File: src/rtl/mux_rr_arb_if.sv
// Channel-side and stream-side signals of the round-robin arbitrating mux.
// Handshake: a source word on lane i is consumed only in a cycle where grant_out[i]=1; data_out is accepted when valid_out & ready_in.
interface mux_rr_arb_if #(
  parameter int NUM_CH = 4,
  parameter int DATA_W = 8,
  parameter int SEL_W  = $clog2(NUM_CH)
);
  logic [NUM_CH*DATA_W-1:0] data_in;
  logic [NUM_CH-1:0]        valid_in;
  logic                     ready_in;
  logic [NUM_CH-1:0]        grant_out;
  logic [DATA_W-1:0]        data_out;
  logic                     valid_out;
  logic [SEL_W-1:0]         sel_out;

  modport master (
    output data_in, valid_in, ready_in,
    input  grant_out, data_out, valid_out, sel_out
  );

  modport slave (
    input  data_in, valid_in, ready_in,
    output grant_out, data_out, valid_out, sel_out
  );
endinterface

File: src/rtl/mux_rr_arb.sv
// N-channel arbitrating mux: round-robin with bounded bursts, registered output
// stream, combinational one-hot grant feedback and downstream backpressure.
module mux_rr_arb #(
  parameter int NUM_CH    = 4,
  parameter int DATA_W    = 8,
  parameter int BURST_MAX = 4
) (
  input  logic           clk_2f,
  input  logic           reset,
  mux_rr_arb_if.slave    bus
);
  localparam int SEL_W = $clog2(NUM_CH);
  localparam int CNT_W = $clog2(BURST_MAX + 1);

  logic [DATA_W-1:0] data_q, data_d;
  logic              valid_q, valid_d;
  logic [SEL_W-1:0]  sel_q, sel_d;
  logic [SEL_W-1:0]  last_q, last_d;
  logic [CNT_W-1:0]  cnt_q, cnt_d;

  logic              upd;
  logic              sticky;
  logic              found;
  logic [SEL_W-1:0]  scan_g;
  logic [SEL_W-1:0]  g;
  logic [SEL_W-1:0]  idx;
  logic [NUM_CH-1:0] gnt;

  // Search starts one past the last winner so every channel gets its turn.
  always_comb begin
    found  = 1'b0;
    scan_g = last_q;
    idx    = '0;
    for (int s = 1; s <= NUM_CH; s++) begin
      idx = SEL_W'((int'(last_q) + s) % NUM_CH);
      if (!found && bus.valid_in[idx]) begin
        found  = 1'b1;
        scan_g = idx;
      end
    end
  end

  always_comb begin
    upd     = bus.ready_in | ~valid_q;
    sticky  = (cnt_q != '0) && (cnt_q < CNT_W'(BURST_MAX)) && bus.valid_in[last_q];
    g       = sticky ? last_q : scan_g;

    data_d  = data_q;
    valid_d = valid_q;
    sel_d   = sel_q;
    last_d  = last_q;
    cnt_d   = cnt_q;
    gnt     = '0;

    if (upd) begin
      if (found) begin
        data_d  = bus.data_in[int'(g)*DATA_W +: DATA_W];
        valid_d = 1'b1;
        sel_d   = g;
        last_d  = g;
        cnt_d   = sticky ? cnt_q + 1'b1 : CNT_W'(1);
        gnt[g]  = ~reset;
      end else begin
        // An idle update ends any burst in progress.
        valid_d = 1'b0;
        cnt_d   = '0;
      end
    end
  end

  always_ff @(posedge clk_2f) begin
    if (reset) begin
      data_q  <= '0;
      valid_q <= 1'b0;
      sel_q   <= '0;
      last_q  <= SEL_W'(NUM_CH - 1);
      cnt_q   <= '0;
    end else begin
      data_q  <= data_d;
      valid_q <= valid_d;
      sel_q   <= sel_d;
      last_q  <= last_d;
      cnt_q   <= cnt_d;
    end
  end

  assign bus.grant_out = gnt;
  assign bus.data_out  = data_q;
  assign bus.valid_out = valid_q;
  assign bus.sel_out   = sel_q;
endmodule
File: src/flat_wrapper.sv
// flat-port wrapper written by rule: the top's interface ports become plain ports
module mux_rr_arb_flat 
#(
  parameter int NUM_CH    = 4,
  parameter int DATA_W    = 8,
  parameter int BURST_MAX = 4
)
  (clk_2f, reset, bus_data_in, bus_valid_in, bus_ready_in, bus_grant_out, bus_data_out, bus_valid_out, bus_sel_out);
  mux_rr_arb_if #(.NUM_CH(NUM_CH), .DATA_W(DATA_W)) bus_i ();
  input  logic clk_2f;
  input  logic reset;
  input wire logic [$bits(bus_i.data_in)-1:0] bus_data_in;
  input wire logic [$bits(bus_i.valid_in)-1:0] bus_valid_in;
  input wire logic [$bits(bus_i.ready_in)-1:0] bus_ready_in;
  output wire logic [$bits(bus_i.grant_out)-1:0] bus_grant_out;
  output wire logic [$bits(bus_i.data_out)-1:0] bus_data_out;
  output wire logic [$bits(bus_i.valid_out)-1:0] bus_valid_out;
  output wire logic [$bits(bus_i.sel_out)-1:0] bus_sel_out;
  assign bus_i.data_in = bus_data_in;
  assign bus_i.valid_in = bus_valid_in;
  assign bus_i.ready_in = bus_ready_in;
  assign bus_grant_out = bus_i.grant_out;
  assign bus_data_out = bus_i.data_out;
  assign bus_valid_out = bus_i.valid_out;
  assign bus_sel_out = bus_i.sel_out;
  mux_rr_arb #(.NUM_CH(NUM_CH), .DATA_W(DATA_W), .BURST_MAX(BURST_MAX)) u_core (.clk_2f(clk_2f), .reset(reset), .bus(bus_i));
endmodule
File: config.mk
export PLATFORM = sky130hd
export DESIGN_NAME = mux_rr_arb_flat
export DESIGN_NICKNAME = d
export VERILOG_FILES = /design/src/rtl/mux_rr_arb_if.sv /design/src/rtl/mux_rr_arb.sv /design/src/flat_wrapper.sv
export SDC_FILE = /design/constraint.sdc
export NUM_CORES = 1
export LEC_CHECK = 0
export ABC_AREA = 1
export CORE_ASPECT_RATIO = 0.9
export CORE_MARGIN = 2
export CORE_UTILIZATION = 48
export CTS_BUF_LIST = sky130_fd_sc_hd__clkbuf_8
export CTS_CLUSTER_SIZE = 16
export DETAILED_ROUTE_END_ITERATION = 10
export GPL_TIMING_DRIVEN = 0
export PLACE_DENSITY = 0.88
export SYNTH_ARGS = -nofsm -noshare
export SYNTH_HDL_FRONTEND = slang
export SYNTH_SLANG_ARGS = --single-unit
export TNS_END_PERCENT = 10
File: constraint.sdc
create_clock -name clk_2f -period 3.31 [get_ports clk_2f]
set_input_delay 0.4965 -clock clk_2f [delete_from_list [all_inputs] [get_ports clk_2f]]
set_output_delay 0.4965 -clock clk_2f [all_outputs]
set_load 0.05 [all_outputs]
---- Word-level counts from Yosys, hierarchy flattened ----
Cells that the tools add are included.
cells by class
  mux-type cells .......................... 26
  $add $sub $neg .......................... 5
  bitwise gates (word level) .............. 4
  shift-type cells ........................ 1
  magnitude comparators ................... 8
  reductions and logical operators ........ 11
operator list
  kind                   count
  $shiftx A32 B6 Y8      1
  $lt A2 B3 Y1 const B   6
  $mux W1                11
  $bmux W1 S2            5
  $mux W2                5
  $mux W4                2
  $logic_and A1 B1 Y1    6
  $mux W3                2
  $add A2 B1 Y2 const B  2
  $add A2 B2 Y2 const B  2
  $and A4 B4 Y4          1
  $add A3 B1 Y3 const B  1
  $logic_not A1 Y1       3
  $lt A3 B3 Y1 const B   1
  $reduce_bool A3 Y1     1
  $demux W1 S2           1
  $ge A2 B1 Y1 const B   1
  $not A1 Y1             2
  $reduce_and A2 Y1      1
  $or A1 B1 Y1           1
word-level totals
  output and inout port bits .............. 15
  input bits .............................. 39
  word-level logic and storage cells ...... 60
  register bits after elaboration ......... 16

---- Longest topological paths before layout ----
Gate-level depths: netlist (run 1).
  depth after elaboration ................. 21
  mapped depth ............................ 18
  depth with buffers taken out ............ 16

---- Worst setup path after synthesis (run 1) ----
No wires, ideal clock.
  path kind ............................... input to output
  start ................................... input bus_valid_in[1]
  end ..................................... output bus_grant_out[3]
  path buffers ............................ 1
  data required time ...................... 2,813 ps
  arrival ................................. 2,448 ps
  stages .................................. 10
  path slack .............................. 366 ps
  cell sequence ........................... nand2_1 > nand3_1 > nand2_2 > nand2_1 > nand2_2 > nand2_2 > nand2_4 > nand2_4 > buf_4 > nor3_1
between the ends
  word-level cells in the longest chain between the ends .. 20
  elaborated cells on any way between the ends .. 34
  classes of those cells .................. order compare (2); mux (23); bitwise (1); reduce/logical (8)
ends and longest elaborated chain
  element                                                             line                text
  from (decl)                                                         flat_wrapper.sv:13  input wire logic [$bits(bus_i.valid_in)-1:0] bus_valid_in;
  $bmux W1 S2                                                         mux_rr_arb.sv:36    if (!found && bus.valid_in[idx]) begin
  $mux W1 (not written as such)                                       mux_rr_arb.sv:36
  $mux W1                                                             mux_rr_arb.sv:36
  $logic_not A1 Y1                                                    mux_rr_arb.sv:36
  $logic_and A1 B1 Y1                                                 mux_rr_arb.sv:36
  $mux W1                                                             mux_rr_arb.sv:36
  $logic_not A1 Y1                                                    mux_rr_arb.sv:36
  $logic_and A1 B1 Y1                                                 mux_rr_arb.sv:36
  (+4 left out)                                                       -
  $mux W2                                                             mux_rr_arb.sv:46    g = sticky ? last_q : scan_g;
  $lt A2 B3 Y1 (not written as such) or $ge A2 B1 Y1 (tied branches)  mux_rr_arb.sv:62    gnt[g] = ~reset;
  $logic_and A1 B1 Y1 (not written as such)                           mux_rr_arb.sv:62
  $mux W1 (not written as such)                                       mux_rr_arb.sv:62
  $demux W1 S2                                                        -
  $and A4 B4 Y4 (no line)                                             -
  $mux W4 *                                                           mux_rr_arb.sv:56    if (found) begin
  $mux W4 *                                                           mux_rr_arb.sv:55    if (upd) begin
  to (decl)                                                           flat_wrapper.sv:15  output wire logic [$bits(bus_i.grant_out)-1:0] bus_grant_out;
Every way passes the cells marked *; elsewhere a longest branch is shown, timed or not. The select of a mux whose other input is x is not followed.

---- Worst setup path in the final report (run 1) ----
  start ................................... input bus_valid_in[3]
  end ..................................... output bus_grant_out[1]
Same word-level chain as after synthesis.

==> flow_summary_export.csv, run 1 <==
group,metric,value,unit
status,status,"complete, no violations",
setup_path,cpPeakStageDelay,0.49,ns
timing,final-setup-viol-count,0,
detailed_routing,wl_per_cell,11.4,µm
timing,relSlewSlack,64.8,%
timing,tightest_slew,0.527,ns
yosys,netlist_instances,211,
setup_path,critical_path.slowest_cell,"clkdlybuf4s50_1",
floorplan,io_pins,54,
global_route,grt_pass1_vias,1447,
setup_path,reg2reg_slack,1.31,ns
detailed_routing,drc_errors,0,
placement,port-buffer-count,53,
clocking,hold_buffers,0,
floorplan,row_count,18,
floorplan,die_h,53.7,µm
placement,gp_congestion,0.790,
clocking,cts_tree,"yes",
timing,finalCritPeriodShare,93.5,%
global_route,grt_max_degree,11,
finish,syn_to_final_growth,45.7,%
yosys,synthTopCellsByArea,"dfxtp_1 (24%), nand2_1 (17%), nand2_2 (11%)",
detailed_routing,wl_met3,210,µm
clocking,cts_root_buffer,"clkbuf_8",
timing,rsz0062_at_grt,"no",
clocking,cts.sinks,16,
yosys,ys_types,26,
setup_path,crit_top_cell,"nand2_1",
finish,final_core_util,71.7,%
placement,hpwlAfterDp,2790,µm
power_and_ir_drop,peakVddDrop,0.674,mV
timing,holdWs,0.465,ns
timing,drv_slew,0,
yosys,syn_area,0.00132,mm²
clocking,cts_buffers,3,
yosys,synth_area_per_cell,6.25,µm²
setup_path,criticalPathCategory,"in2out",
setup_path,crit_path_max_fanout,10,
timing,skew,0.000486,ns
clocking,clock_path_buffers,2,
detailed_routing,antenna_left,0,
finish,nNetsFinal,310,
detailed_routing,vias,1545,
floorplan,die-area,0.00318,mm²
detailed_routing,drt_wl_total,3390,µm
yosys,synth-seq-cells,16,
setup_path,path_cells,"clkdlybuf4s50_1 -> nand2_1 -> nand3_1 -> nand2_1 -> nor2_1 -> nand2_1 -> nand2_2 -> buf_6 -> nand3_1 -> nor2_1 -> clkbuf_2",
clocking,htreeDepth,1,
clocking,cts.clk_slew.worst_paths,0.06,ns
detailed_routing,dr.pass1.iters,4,
setup_path,arrival,2.60,ns
yosys,synth_top_area_share,24.3,%
floorplan,dieWidth,59.3,µm
setup_path,startpoint_type,"primary input",
yosys,syn_nets,252,
clocking,insertion_delay,0.25,ns
setup_path,endpoint_kind,"output pin",
min_path,hold_class,"reg2reg",
clocking,post_cts_buffers,0,
detailed_routing,wl_met1,1370,µm
job,cap_violations,0,
yosys,seq_area_frac_synth,24.3,%
finish,drive_gt1_share,19.0,%
yosys,synth_largest_area_cell,"dfxtp_1",
timing,tns,0,ns
detailed_routing,routed.top_layer,"met4",
detailed_routing,initialDrtViolationCount,37,
floorplan,core-area,0.00268,mm²
global_route,grt_pass1_wl,5580,µm
global_route,grt-ovfl-total,0,
power_and_ir_drop,p_per_area,1130,mW/mm²
global_route,grt.total_usage,22.9,%
timing,hold_violations,0,
setup_path,crit_family,"simple AND/OR/NAND/NOR gates",
floorplan,initial_core_util,49.2,%
power_and_ir_drop,p_leak,0.910,nW
yosys,ys_warn_count,0,
detailed_routing,vias_per_cell,5.18,
detailed_routing,wl_met2,1740,µm
setup_path,crit_buf_inv,3,
timing,period_minus_slack,3.10,ns
finish,antenna_cells,0,
setup_path,worst_ep_required_time,2.81,ns
finish,fillers,231,
global_route,antenna_found_initial,0,
timing,fmax,323,MHz
final timing paths:
| kind | startpoint | to | cells after the start |
|---|---|---|---|
| min reg2reg | u_core.cnt_q[2]$_SDFFE_PP0P_ | u_core.cnt_q[2]$_SDFFE_PP0P_ | 2 |
| max reg2reg | u_core.last_q[1]$_SDFFE_PP1P_ | u_core.bus.data_out[7]$_SDFFE_PP0P_ | 11 |
| max | bus_valid_in[3] | bus_grant_out[1] | 11 |
| min | u_core.cnt_q[2]$_SDFFE_PP0P_ | u_core.cnt_q[2]$_SDFFE_PP0P_ | 2 |
power by group:
| part | internal [W] | switching, W | total, W |
|---|---|---|---|
| clock | 0.000106 | 0.0000655 | 0.000171 |
| combinational | 0.000582 | 0.00112 | 0.00170 |
| sequential | 0.000259 | 0.0000369 | 0.000296 |
final cells by class:
type	count	area [µm²]	area share, %
plain buffers	7	57.6	2.99
clock buffers	4	55.1	2.86
inverters	14	57.6	2.99
multi-input cells	174	883	46.0
flip-flops and latches	16	320	16.7
well taps	30	37.5	1.95
repair buffers	53	510	26.6
through the flow:
step / total power, W / setup slack, ns / std cells / cell area [µm²]
6_report: 0.00217 / 0.215 / 298 / 1920
4_1_cts: 0.00218 / 0.0133 / 298 / 1940
5_1_grt: 0.00235 / 0.0539 / 298 / 1920
3_5_place_dp: 0.00202 / -0.273 / 294 / 1890
3_3_place_gp: 0.00199 / -0.259 / 294 / 1890
2_1_floorplan: 0.00162 / 0.366 / 211 / 1320
repair_timing:
action	CTS	global route
setup endpoints to repair	4	4
resized for setup	4	10
pin swaps	0	0
logic make-up (layout without fill, tap and decap cells):
logic type | count (synthesis) | in the layout | share of synthesized area [%]
DFF | 16 | 16 | 24.3
adders and majority gates | 2 | 2 | 1.90
and+or+nand+nor | 153 | 153 | 57.3
AOI/OAI and AO/OA | 19 | 19 | 7.78
buffers and inverters | 21 | 78 | 8.73
per-layer routing:
metal / vias to the layer above / track usage (%)
li1: 803 / -
met1: 685 / 25.0
met2: 49 / 41.4
met3: 8 / 6.97
met4: 0 / 9.47
met5: - / 0
registers in the layout, summed over array words and instances (netlist names):
| name | flops |
|---|---|
| u_core.bus.sel_out | 2 |
| u_core.last_q | 2 |
| u_core.cnt_q | 3 |
| u_core.bus.data_out | 8 |
| u_core.bus.valid_out | 1 |
worst reg2reg max path: cells and delay by family (launching register included):
family / cells / cell delay, ns
DFF: 1 / 0.48
buffers and inverters: 2 / 0.29
and+or+nand+nor: 9 / 1.17
placed cells by master (no fill, tap or decap), drive strengths merged:
| master | n |
|---|---|
| nor2 | 24 |
| nand3 | 31 |
| nand2 | 88 |
| dfxtp | 16 |
| o21ai | 11 |
| o211ai | 1 |
| clkdlybuf4s50 | 49 |
| clkbuf | 10 |
| o22ai | 2 |
| a21oi | 4 |
| o21bai | 1 |
| buf | 5 |
| nand4 | 8 |
| ha | 2 |
| inv | 14 |
| nor3 | 2 |
synth_stat cells, drive strengths merged:
cell and instances:
a21oi 4, buf 5, clkbuf 2, dfxtp 16
ha 2, inv 14, nand2 88, nand3 31
nand4 8, nor2 24, nor3 2, o211ai 1
o21ai 11, o21bai 1, o22ai 2
Note: power is estimated with default switching activity, not from simulation.
==> inputs of run 2 (changes only) <==
--- a/config.mk
+++ b/config.mk
@@ -6,14 +6,16 @@
 export NUM_CORES = 1
 export LEC_CHECK = 0
 export ABC_AREA = 1
+export CELL_PAD_IN_SITES_DETAIL_PLACEMENT = 1
+export CELL_PAD_IN_SITES_GLOBAL_PLACEMENT = 1
 export CORE_ASPECT_RATIO = 0.9
 export CORE_MARGIN = 2
-export CORE_UTILIZATION = 48
+export CORE_UTILIZATION = 29
 export CTS_BUF_LIST = sky130_fd_sc_hd__clkbuf_8
 export CTS_CLUSTER_SIZE = 16
 export DETAILED_ROUTE_END_ITERATION = 10
 export GPL_TIMING_DRIVEN = 0
-export PLACE_DENSITY = 0.88
+export PLACE_DENSITY = 0.81
 export SYNTH_ARGS = -nofsm -noshare
 export SYNTH_HDL_FRONTEND = slang
 export SYNTH_SLANG_ARGS = --single-unit
==> constraint.sdc (replaced) <==
create_clock -name clk_2f -period 3.3 [get_ports clk_2f]
set_input_delay 0.495 -clock clk_2f [delete_from_list [all_inputs] [get_ports clk_2f]]
set_output_delay 0.495 -clock clk_2f [all_outputs]
set_load 0.05 [all_outputs]
==> run 2 against run 1 <==
Net effect: count of clock-buffer cells in the layout down 1; routed wire length increased by 18%; highest routed layer unchanged; via count up 0.84%; worst setup slack got worse by 0.013 ns.
==> flow_summary_export.csv, run 2 (synthesized netlist as in run 1, its figures left out) <==
group,metric,value,unit
clocking,hold_buffers,0,
finish,drive_gt1_share,19.9,%
clocking,cts_tree,"yes",
power_and_ir_drop,p_sw,0.00126,W
timing,finalCritPeriodShare,93.9,%
setup_path,r2r-start,"u_core.last_q[1]$_SDFFE_PP1P_",
global_route,grt_pass1_wl,6780,µm
setup_path,crit_buf_inv,3,
timing,relSlewSlack,65.5,%
setup_path,path_cells,"clkdlybuf4s50_1 -> nand2_1 -> nand3_1 -> nand2_2 -> nor2_2 -> nand2_1 -> nand3_2 -> nand3_4 -> nand2_2 -> buf_6 -> nand3_1 -> nor2_1 -> clkdlybuf4s15_2",
placement,dpl.cell_count,326,
setup_path,crit_family,"simple AND/OR/NAND/NOR gates",
min_path,min-delay-start,"u_core.cnt_q[2]$_SDFFE_PP0P_",
global_route,antenna_found_initial,0,
setup_path,arrival,2.60,ns
clocking,htreeDepth,1,
timing,period_minus_slack,3.10,ns
setup_path,critical_path.slowest_cell,"clkdlybuf4s50_1",
timing,skew,0.00267,ns
setup_path,worst_ep_required_time,2.80,ns
floorplan,row_count,23,
clocking,cts.clk_slew.worst_paths,0.06,ns
finish,fin_area,0.00197,mm²
timing,tightest_slew,0.516,ns
detailed_routing,vias,1558,
status,status,"complete, no violations",
job,cap_violations,0,
min_path,hold_class,"reg2reg",
setup_path,setup.worst_path.start,"bus_valid_in[3]",
power_and_ir_drop,peakVddDrop,0.493,mV
detailed_routing,vias_per_cell,4.74,
finish,final_cell_mix,"nand2_1 (60), clkdlybuf4s50_1 (49), nand3_1 (27), nand2_2 (25), nor2_1 (22)",
global_route,met1_usage,21.9,%
power_and_ir_drop,p_comb_share,79.9,%
floorplan,die-area,0.00510,mm²
power_and_ir_drop,seq_power_share,13.6,%
finish,nNetsFinal,310,
global_route,gr-max-usage-layer,"met2",
detailed_routing,wl_per_cell,12.2,µm
clocking,post_cts_buffers,0,
finish,antenna_cells,0,
finish,syn_to_final_growth,49.1,%
power_and_ir_drop,p_per_area,1120,mW/mm²
finish,fillers,582,
power_and_ir_drop,p_leak,0.905,nW
placement,dpl-instance-area,0.00193,mm²
floorplan,core-area,0.00440,mm²
global_route,grt-ovfl-total,0,
timing,hold_violations,0,
power_and_ir_drop,power_frac_clock,6.6,%
floorplan,initial_core_util,30.0,%
global_route,met3_usage,3.68,%
clocking,insertion_delay,0.25,ns
setup_path,cpPeakStageDelay,0.49,ns
placement,port-buffer-count,53,
floorplan,dieWidth,75.1,µm
timing,final-setup-viol-count,0,
detailed_routing,drt_wl_total,4000,µm
global_route,grt_max_degree,11,
floorplan,die_h,68.0,µm
timing,holdWs,0.467,ns
global_route,grt_pass1_vias,1517,
floorplan,io_pins,54,
clocking,cts.sinks,16,
placement,hpwlAfterDp,3340,µm
timing,drv_slew,0,
detailed_routing,dr.pass1.iters,4,
finish,largest_reg_flops,8,
setup_path,crit_path_max_fanout,10,
setup_path,startpoint_type,"primary input",
finish,layout_commonest_cell,"nand2_1",
clocking,cts_buffers,3,
timing,rsz0062_at_grt,"no",
global_route,grt.total_usage,17.0,%
power_and_ir_drop,switching_share,57.4,%
placement,gp_congestion,0.813,
power_and_ir_drop,p_int,0.000934,W
detailed_routing,initialDrtViolationCount,52,
setup_path,endpoint_kind,"output pin",
timing,fmax,323,MHz
finish,fin_cells,329,
clocking,cts_root_buffer,"clkbuf_8",
detailed_routing,antenna_left,0,
global_route,use_met2,30.0,%
clocking,clock_path_buffers,2,
setup_path,criticalPathCategory,"in2out",
detailed_routing,drc_errors,0,
-- run 2: cell count changes in the layout (fill, tap and decap cells not counted), sizes merged --
| cell | delta |
|---|---|
| buf | +1 |
| clkbuf | -4 |
| clkdlybuf4s15 | +2 |
-- run 2: worst paths after layout --
| kind | depth (start not counted) | slack, ns | end |
|---|---|---|---|
| worst max register to register | 16 | 1.25 | u_core.bus.data_out[1]$_SDFFE_PP0P_ |
| worst min register to register | 2 | 0.47 | u_core.cnt_q[2]$_SDFFE_PP0P_ |
| worst max-delay path | 13 | 0.20 | bus_grant_out[0] |
| worst min-delay path | 2 | 0.47 | u_core.cnt_q[2]$_SDFFE_PP0P_ |
-- run 2: power by group through the flow --
stage | clock (W) | combinational, W | sequential [W]
after global routing | 0.000156 | 0.00196 | 0.000306
final | 0.000145 | 0.00175 | 0.000298
after floorplan | 0 | 0.00116 | 0.000459
after CTS | 0.000147 | 0.00178 | 0.000299
after detailed placement | 0 | 0.00178 | 0.000302
after global placement | 0 | 0.00175 | 0.000301
-- run 2: layer usage --
metal	wire length [µm]	vias to the layer above
met5	0	-
met2	1980	35
met3	154	4
met4	27	0
li1	-	802
met1	1840	717
-- run 2: cell type report --
cell class	instances	area (µm²)	share of cell area, %
clock buffers	3	41.3	2.10
inverters	14	57.6	2.93
flip-flops and latches	16	320	16.3
plain buffers	7	58.8	2.99
well taps	62	77.6	3.94
multi-input cells	174	888	45.2
repair buffers	53	523	26.6
-- run 2: repair_timing --
action                     4_1_cts  5_1_grt
gates cloned                     0        0
gates resized for setup         10        9
setup endpoints to repair        4        4
-- run 2: through the flow --
stage               setup slack, ns  util [%]  TNS, ns  total power [W]
floorplan                     0.359         -        0          0.00162
global placement             -0.356      43.8    -1.34          0.00205
detailed placement           -0.398      43.8    -1.36          0.00209
CTS                          0.0104      44.8        0          0.00222
global route                0.00457      44.7        0          0.00242
finish                        0.202      44.7        0          0.00220
-- run 2: worst min-delay path, stage by stage (launching register included) --
cell	delay, ns
dfxtp_1	0.31
nand2_1	0.06
a21oi_1	0.05
==> RTL edit (flow settings as in run 2) <==
`BURST_MAX` is set to 4 in 2 places; all go to 2.
--- a/src/rtl/mux_rr_arb.sv
+++ b/src/rtl/mux_rr_arb.sv
@@ -3,7 +3,7 @@
 module mux_rr_arb #(
   parameter int NUM_CH    = 4,
   parameter int DATA_W    = 8,
-  parameter int BURST_MAX = 4
+  parameter int BURST_MAX = 2
 ) (
   input  logic           clk_2f,
   input  logic           reset,
--- a/src/flat_wrapper.sv
+++ b/src/flat_wrapper.sv
@@ -3,7 +3,7 @@
 #(
   parameter int NUM_CH    = 4,
   parameter int DATA_W    = 8,
-  parameter int BURST_MAX = 4
+  parameter int BURST_MAX = 2
 )
   (clk_2f, reset, bus_data_in, bus_valid_in, bus_ready_in, bus_grant_out, bus_data_out, bus_valid_out, bus_sel_out);
   mux_rr_arb_if #(.NUM_CH(NUM_CH), .DATA_W(DATA_W)) bus_i ();
Check against the original RTL: not equivalent (a bounded check fails within 4 cycles, from zero or initial values and one cycle with reset high).
==> RTL edit against run 2 <==
  * Critical path depth down 2
  * Synthesized cell count down 1.9%
  * Final area shrank 3.9%
  * Sequential share of layout area down 0.40 points
  * Sequential cell count shrank 1
  * Non-clock buffer count unchanged
  * Largest power group unchanged
  * Setup slack got worse by 0.097 ns
  * Final cell count is 5.2% lower
  * Synthesized area decreased by 4.1%
  * Wire length grew 0.70%
  * Die area down 3.9%
  * Critical endpoint is now bus_grant_out[3]
  * Power decreased by 1.5%
  * Highest routed layer unchanged
  * Largest cell class unchanged
==> RTL edit: results (changes against run 2) <==
synthesis:
  synth_edf_count: 0  # unchanged
  synth.distinct_cells: 23  # -12%
  synth_seq_area_share: 0.237  # -0.00550
  synth_top_area_frac: 0.237  # -0.00550
  netlist_top_cells_count: "nand2_1 (73), nor2_1 (23), nand3_1 (22)"
  synth.avg_cell_area_sq_um: 6.11  # -2.2%
  syn_nets: 247  # -2.0%
  yosys-top-cells-area: "dfxtp_1 (24%), nand2_1 (22%), nand3_1 (8.7%)"
layout:
  final_nets: 305  # -1.6%
  drive_above_1_share: 0.140  # -0.0584
global_route:
  grt_pass1_vias: 1531  # +0.92%
  antenna_found_initial: 0  # unchanged
  grtUsageTotal: 0.178  # +0.00774
  grt_pass1_wl_um: 6770  # -0.21%
sta:
  tightest_slew_ns: 0.503  # -0.0134 ns
  clock_skew_ns: 0.00116  # -0.00151 ns
hold_path:
  hp-start: "u_core.bus.sel_out[1]"
placement:
  place_area_sq_um: 1860  # -3.7%
  hpwl_um: 3300  # -1.3%
detailed_routing:
  first_iter_violations: 53  # +1.9%
  post_drt_wl_per_cell_um: 12.9  # +6.2%
  routed_wl_um: 4030  # +0.70%
  viasPerCell: 4.85  # +2.5%
critical_path:
  rr_worst_depth: 14  # -2
  crit_arrival_ns: 2.70  # +0.10 ns
clock_network:
  clockBufferDepth: 2  # unchanged
run_status:
  outcome: "finished clean"
pwr:
  cellLeakagePower_nw: 0.889  # -1.8%
  peakVddDrop_mv: 0.380  # -23%
[RTL edit: cell count changes after synthesis, moves of 2 or more]
cell | run 2 | this run
inv_1 | 8 | 10
nand2_2 | 24 | 15
o22ai_1 | 2 | 0
o21ai_0 | 10 | 12
nand3_1 | 27 | 22
inv_2 | 5 | 3
buf_6 | 2 | 5
nand2_1 | 61 | 73
nand2_4 | 3 | 1
[RTL edit: path summary, 6_finish.rpt]
check | end | slack [ns]
worst max-delay path | bus_grant_out[3] | 0.10
worst min-delay path | u_core.bus.sel_out[1] | 0.47
worst max register to register | u_core.bus.data_out[1] | 1.27
worst min register to register | u_core.bus.sel_out[1] | 0.47
[RTL edit: kinds of logic after synthesis]
| group | share of synthesized area |
|---|---|
| AO/OA/AOI/OAI | 0.0771 |
| adder cells (fa/ha/maj) | 0.00989 |
| buffers and inverters | 0.102 |
| flip-flops | 0.237 |
| AND/OR/NAND/NOR | 0.574 |
[RTL edit: what timing repair did]
| item | CTS | global route |
|---|---|---|
| hold buffers | 0 | 0 |
| setup endpoints to repair | 4 | 4 |
| gates resized for setup | 4 | 6 |
| hold endpoints to repair | 0 | 0 |
| pin swaps | 0 | 0 |
| buffers inserted | 0 | 0 |
[RTL edit: through the flow]
step | setup WS [ns] | TNS [ns] | hold slack [ns]
2_1_floorplan | 0.341 | 0 | 0.450
3_3_place_gp | -0.213 | -0.785 | 0.459
3_5_place_dp | -0.249 | -0.915 | 0.464
4_1_cts | 0.0301 | 0 | 0.473
5_1_grt | -0.114 | -0.203 | 0.504
6_report | 0.104 | 0 | 0.467
[RTL edit: layer usage]
layer,vias to the layer above,part of all wire,global-route usage
met3,2,0.046,0.0469
met4,0,0.0027,0.0205
met1,697,0.46,0.218
met5,-,0,0
met2,32,0.50,0.318
li1,783,-,-
[RTL edit: area by class of cell]
cell class,instances,area [sq um]
Sequential cell,15,300
Inverter,15,63.8
Multi-Input combinational cell,170,836
Tap cell,48,60.1
Buffer,7,65.1
Clock buffer,3,41.3
Fill cell,547,2240
Timing Repair Buffer,53,520
Clock inverter,1,3.75
[RTL edit: power breakdown]
group | total (mW) | internal [mW] | switching [mW]
Sequential | 0.285 | 0.247 | 0.0379
Clock | 0.148 | 0.0824 | 0.0654
Combinational | 1.73 | 0.589 | 1.14
Total | 2.16 | 0.918 | 1.24
[RTL edit: worst max-delay path, stage by stage]
cell and delay (ns):
clkdlybuf4s50_1 0.48, nand2_1 0.08, nand3_1 0.09, nand2_1 0.09, nor2_1 0.25, inv_1 0.15, nand3_4 0.17, nand2_2 0.08
buf_6 0.14, nor3_1 0.13, clkdlybuf4s15_1 0.53
